<file path="config.mk">
export PLATFORM = sky130hd
export DESIGN_NAME = mem_access_ctrl
export DESIGN_NICKNAME = d
export VERILOG_FILES = /design/src/rtl/mem_access_ctrl.sv
export SDC_FILE = /design/constraint.sdc
export NUM_CORES = 1
export LEC_CHECK = 0
export ABC_CLOCK_PERIOD_IN_PS = 2550
export CAP_MARGIN = 10
export CORE_MARGIN = 10
export CORE_UTILIZATION = 40
export CTS_BUF_LIST = sky130_fd_sc_hd__clkbuf_2 sky130_fd_sc_hd__clkbuf_4 sky130_fd_sc_hd__clkbuf_8
export CTS_CLUSTER_SIZE = 30
export DETAILED_ROUTE_END_ITERATION = 12
export PLACE_DENSITY = 0.76
export REMOVE_ABC_BUFFERS = 1
export SYNTH_ARGS = -nofsm -noshare
export SYNTH_HDL_FRONTEND = slang
export SYNTH_SLANG_ARGS = --single-unit
</file>
<file path="constraint.sdc">
create_clock -name clock -period 2.55 [get_ports clock]
set_clock_uncertainty 0.1 [all_clocks]
set_input_delay 0.765 -clock clock [delete_from_list [all_inputs] [get_ports clock]]
set_output_delay 0.765 -clock clock [all_outputs]
set_load 0.02 [all_outputs]
</file>
<file path="src/rtl/mem_access_ctrl.sv">
// Sequencer for the MAR/MDR/RAM datapath: arbitrates fetch vs data, steps one access.
// Define MEM_CTRL_RR_EN for round-robin arbitration (default: data over fetch).
module mem_access_ctrl #(
  parameter int ADDR_W  = 9,
  parameter int DATA_W  = 32,
  parameter int MEM_LAT = 1
) (
  input  logic              clock,
  input  logic              clear,
  input  logic              fetch_req,
  input  logic [ADDR_W-1:0] fetch_addr,
  input  logic              data_req,
  input  logic              data_we,
  input  logic [ADDR_W-1:0] data_addr,
  input  logic [DATA_W-1:0] data_wdata,
  output logic              done,
  output logic              done_id,
  output logic [DATA_W-1:0] rdata,
  output logic              busy,
  output logic [DATA_W-1:0] bus_out,
  output logic              bus_out_en,
  input  logic [DATA_W-1:0] bus_in,
  output logic              mar_in,
  output logic              mdr_in,
  output logic              mdr_read,
  output logic              mdr_out,
  output logic              mem_read,
  output logic              mem_write
);

  localparam int CNT_W = (MEM_LAT > 1) ? $clog2(MEM_LAT) : 1;
  localparam logic [CNT_W-1:0] CNT_INIT = CNT_W'(MEM_LAT - 1);

  typedef enum logic [2:0] {
    IDLE, ADDR, WDATA, WRITE, READ, CAPTURE, DRIVE, DONE
  } state_t;

  state_t            state;
  state_t            state_nx;
  logic [ADDR_W-1:0] addr_q;
  logic              we_q;
  logic [DATA_W-1:0] wdata_q;
  logic              id_q;
  logic [CNT_W-1:0]  cnt;
  logic              any_req;
  logic              grant_data;
  logic              grant;

  assign any_req = fetch_req | data_req;
  assign grant   = (state == IDLE) & any_req;
  assign busy    = (state != IDLE);

`ifdef MEM_CTRL_RR_EN
  logic last_grant;

  // On a tie the requester that did not win last time goes first
  assign grant_data = data_req & (~fetch_req | ~last_grant);

  always_ff @(posedge clock or negedge clear) begin
    if (!clear) begin
      last_grant <= 1'b1;
    end else if (grant) begin
      last_grant <= grant_data;
    end
  end
`else
  assign grant_data = data_req;
`endif

  always_ff @(posedge clock or negedge clear) begin
    if (!clear) begin
      state <= IDLE;
    end else begin
      state <= state_nx;
    end
  end

  always_ff @(posedge clock or negedge clear) begin
    if (!clear) begin
      addr_q  <= '0;
      we_q    <= 1'b0;
      wdata_q <= '0;
      id_q    <= 1'b0;
    end else if (grant) begin
      addr_q  <= grant_data ? data_addr : fetch_addr;
      we_q    <= grant_data & data_we;
      wdata_q <= data_wdata;
      id_q    <= grant_data;
    end
  end

  always_ff @(posedge clock or negedge clear) begin
    if (!clear) begin
      cnt <= '0;
    end else if (state == ADDR || state == WDATA) begin
      cnt <= CNT_INIT;
    end else if ((state == READ || state == WRITE) && cnt != '0) begin
      cnt <= cnt - CNT_W'(1);
    end
  end

  always_ff @(posedge clock or negedge clear) begin
    if (!clear) begin
      rdata <= '0;
    end else if (state == DRIVE) begin
      rdata <= bus_in;
    end
  end

  always_comb begin
    state_nx   = state;
    bus_out    = '0;
    bus_out_en = 1'b0;
    mar_in     = 1'b0;
    mdr_in     = 1'b0;
    mdr_read   = 1'b0;
    mdr_out    = 1'b0;
    mem_read   = 1'b0;
    mem_write  = 1'b0;
    done       = 1'b0;
    done_id    = 1'b0;
    unique case (state)
      IDLE: begin
        if (any_req) state_nx = ADDR;
      end
      ADDR: begin
        bus_out    = DATA_W'(addr_q);
        bus_out_en = 1'b1;
        mar_in     = 1'b1;
        state_nx   = we_q ? WDATA : READ;
      end
      WDATA: begin
        bus_out    = wdata_q;
        bus_out_en = 1'b1;
        mdr_in     = 1'b1;
        state_nx   = WRITE;
      end
      WRITE: begin
        mem_write = 1'b1;
        if (cnt == '0) state_nx = DONE;
      end
      READ: begin
        mem_read = 1'b1;
        if (cnt == '0) state_nx = CAPTURE;
      end
      CAPTURE: begin
        mem_read = 1'b1;
        mdr_in   = 1'b1;
        mdr_read = 1'b1;
        state_nx = DRIVE;
      end
      DRIVE: begin
        mdr_out  = 1'b1;
        state_nx = DONE;
      end
      DONE: begin
        done     = 1'b1;
        done_id  = id_q;
        state_nx = IDLE;
      end
    endcase
  end

endmodule

</file>
Word level (Yosys, flattened, before mapping)
Index checks and enable logic that the tools add are counted.

storage, ports and cells
  register bits after elaboration = 79
  input bits = 87
  output and inout port bits = 74
  word-level logic and storage cells = 49

cells by class
  add/subtract/negate cells = 1
  equal/unequal tests = 10
  muxes and demuxes = 18
  bitwise operators = 3
  reduce and logical (&&, ||, !) cells = 10

operators by type and width
  operator                                                         number
  32-bit case mux with 2 select lines                              1
  3-bit case mux with 8 select lines                               1
  3-bit == test, second input constant                             4
  3-bit two-way mux                                                4
  1-bit two-way mux                                                11
  9-bit two-way mux                                                1
  3-bit by 2-bit == test with 1-bit output, second input constant  2
  2-bit inequality test, second input constant                     3
  2-bit OR reduction                                               3
  3-bit by 1-bit == test with 1-bit output, second input constant  1
  3-bit zero test                                                  1
  3-bit AND reduction                                              1
  3-bit nonzero test                                               1
  1-bit AND                                                        2
  1-bit logical OR                                                 2
  2-bit nonzero test                                               1
  1-bit logical AND                                                1
  1-bit bitwise OR                                                 1
  1-bit subtractor, second input constant                          1

Depth between registers and ports, before layout
Gate-level depths: netlist (run 1).

  word-level depth = 5
  depth in mapped cells = 6
  mapped depth without buffers = 4

Least setup slack after synthesis (run 1)
No wires, ideal clock.

  path kind = register to output
  start point = reg state[2]
  end point = out mdr_in
  data arrival time = 1490 ps
  required time = 1685 ps
  setup slack = 195 ps
  cell stages (with the launch flop) = 5
  path buffers = 1
  cell sequence = dfrtp_1 buf_2 nor2b_1 and2_1 or2_1

between the ends
  cells in the longest elaborated chain, start to end = 3
  elaborated cells on any way between the ends = 4
  those cells by class = eq/ne: 2; mux: 1; reduce/logical: 1

ends and longest elaborated chain
  item                                                                       line  RTL
  start: declaration                                                         38    state_t state;
  start signal: assignment                                                   74    state <= state_nx;
  3-bit by 2-bit == test with 1-bit output or 3-bit == test (tied branches)  122   unique case (state)
  2-bit OR reduction (no source line) (*)                                    --
  1-bit two-way mux (*)                                                      122
  end: declaration                                                           24    output logic mdr_in,

Every way passes the cells marked *; elsewhere a longest branch is shown, timed or not.

Worst setup path in the final report (run 1)
  start point = reg state[1]
  end point = out bus_out_en

between the ends
  cells in the longest elaborated chain, start to end = 3
  elaborated cells on any way between the ends = 4
  those cells by class = eq/ne: 2; mux: 1; reduce/logical: 1

ends and longest elaborated chain
  item                                                                                                  line  RTL
  3-bit by 1-bit == test with 1-bit output or 3-bit by 2-bit == test with 1-bit output (tied branches)  122
  2-bit OR reduction (no source line) (*)                                                               --
  1-bit two-way mux (*)                                                                                 122
  end: declaration                                                                                      21    output logic bus_out_en,

Marked as above.

==> results of run 1 <==
stage by stage:
step	worst slack [ns]	area, um2	utilization
3_3_place_gp	-0.0162	5150	0.621
6_report	0.0552	5340	0.643
3_5_place_dp	-0.0185	5150	0.621
4_1_cts	-0.00875	5260	0.633
2_1_floorplan	-0.258	3330	-
5_1_grt	-0.0429	5340	0.643
registers in the layout (all words and copies together) (netlist names):
register  flops
state         3
rdata        32
we_q          1
addr_q        9
id_q          1
wdata_q      32
cnt           1
path summary, 6_finish.rpt:
path | from | to | slack, ns | cells after the start
worst min-delay path | clear | rdata[11]$_DFFE_PN0P_ | 0.30 | 1
worst min register to register | wdata_q[19]$_DFFE_PN0P_ | wdata_q[19]$_DFFE_PN0P_ | 0.38 | 1
max in group asynchronous | clear | rdata[28]$_DFFE_PN0P_ | 1.36 | 2
min in group clock | wdata_q[19]$_DFFE_PN0P_ | wdata_q[19]$_DFFE_PN0P_ | 0.38 | 1
worst max-delay path | state[1]$_DFFE_PN0P_ | bus_out_en | 0.06 | 5
worst max register to register | state[1]$_DFFE_PN0P_ | wdata_q[22]$_DFFE_PN0P_ | 0.41 | 5
area by class of cell:
class	instances	share of cell area
clock buffers	10	0.0258
clock inverters	6	0.0202
inverters	4	0.00281
multi-input cells	143	0.253
flip-flops and latches	79	0.370
well taps	105	0.0246
repair buffers	176	0.304
report_power, final:
group / switching [mW] / total (mW) / internal [mW]
sequential: 0.308 / 2.20 / 1.89
clock: 0.451 / 1.13 / 0.674
combinational: 1.33 / 2.75 / 1.42
total: 2.09 / 6.07 / 3.99
timing repair:
item / in CTS / in global routing
endpoints found under the setup margin: 42 / 34
resized for setup: 147 / 34
gates cloned: 1 / 0
pin swaps: 0 / 1
buffers inserted: 3 / 1
cell families after synthesis:
family	after synthesis	share of synthesized area
simple gates	42	0.0795
compound gates	18	0.0388
mux	83	0.271
flops	79	0.573
buf+inv	19	0.0374
worst max-delay path, delay by kind of cell (launching register included):
kind                   cells  cell delay [ns]
buffers and inverters      3             0.42
AND/OR/NAND/NOR            2             0.46
flip-flops                 1             0.41
layer usage:
metal,track usage,part of all wire,vias to the layer above
met5,0,0,-
met2,0.222,0.44,117
met3,0.0993,0.15,8
met4,0.0508,0.011,0
met1,0.164,0.39,1217
li1,-,-,1178
synthesized netlist by cell type:
library cell,n
buf_8,3
inv_1,3
nor2b_1,1
o21ai_1,2
nor2_1,4
buf_2,7
nor2_8,1
nor3b_1,1
nand2_1,4
mux2_1,60
and2_1,25
nand3_1,1
a2bb2oi_1,1
buf_6,2
inv_2,1
nand3b_1,1
mux2_2,23
o21ai_0,4
nor3b_2,1
clkbuf_1,3
a22o_1,10
or2_2,1
a21boi_0,1
nor3_4,1
or2_1,1
dfrtp_1,79
==> metrics.cfg, run 1 <==
[worst_setup_path]
arrival_ns = 1.63
crit_path_cell_trace = nor3b_4 -> buf_4 -> buf_8 -> or2_2 -> buf_6
critPathKind = reg -> out
crit_fanout = 17
worstSetupEndpointType = primary output
crit_slowest_cell = dfrtp_1
max_stage_delay_ns = 0.41
crit_required_ns = 1.69
setup.worst_path.start_class = register

[global_route]
overflow = 0
antenna_found_initial = 0
grt_max_degree = 44
grt_pass1_vias = 2885
grt_pass1_wl_um = 15200
grt_use_total = 0.148

[layout]
most-common-layout-cells = 117 x clkdlybuf4s50_1, 79 x dfrtp_1, 60 x mux2_1, 41 x buf_4, 25 x and2_1
ff_latch_area_mm2 = 0.00198
drive_gt1_frac = 0.230
fin_cells = 523
multiInputGateArea_mm2 = 0.00135
area_growth_syn_to_layout_pct = 54.8
diodes = 0
fin_nets = 500
final_common_cell = clkdlybuf4s50_1
fill_cells = 686

[routing]
via_count = 2520
via_per_inst = 4.82
first_pass_iters = 4
drcViolationCount = 0
drt-initial-drc-count = 67
ant_nets = 0
wirelength_um = 9500
avgRoutedWirePerCell_um = 18.2

[floorplanning]
initial_utilization = 0.415
fp.dieArea_mm2 = 0.0127
die_y_um = 113
die_w_um = 113
io_pins = 161
fp.coreArea_mm2 = 0.00830
rows = 33

[pwr]
p_per_area_mw_per_mm2 = 1140
power.total_mw = 6.07
vdd_drop_max_uv = 828
p_leak_nw = 2.38

[timing]
hold_viol = 0
relSlewSlack = 0.528
whs_ns = 0.304
fin_crit_ns = 2.49
rsz0062_at_grt = true
worstMarginPinSlew_ns = 0.707
final.period_utilization = 0.978
maxSlewViolCount = 0
max_freq_mhz = 401
setup_tns_ns = 0
setup_viol = 0

[worst_hold_path]
min_path_type = in -> async

[place]
gp_congestion = 0.731
io_buffer_count = 160
place_inst = 502
dpl.hpwl_um = 7430

[clocking]
cts_hold_buf = 0
insertion_delay_ns = 0.33
htree_levels = 3
clockBufferDepth = 2
root_buffer = clkbuf_8
cts_made_buffers = 9
clk_pin_slew_ns = 0.08
cts_tree = built
cts_sinks = 79

[synthesis]
synth_warnings = 0
yosys.area.top_type = dfrtp_1
synth.avg_cell_area_um2 = 14.3
yosysSeqAreaShare = 0.573
yosysTopAreaCellShare = 0.573
synth_area_mm2 = 0.00345
synth_seq_cells = 79
synthDistinctLibCells = 26
yosys-top-cells-area = dfrtp_1 57%, mux2_1 20%, mux2_2 7.5%
netlist_instances = 241

[job]
maxCapViolCount = 0

[outcome]
run_status = complete, no violations

(Power assumes the default switching activity.)
==> run 2: changes to the inputs <==
HOLD_SLACK_MARGIN = 0.08   (was default)
==> results of run 2 <==
The final DEF is identical to that of run 1; final timing and power are the same.
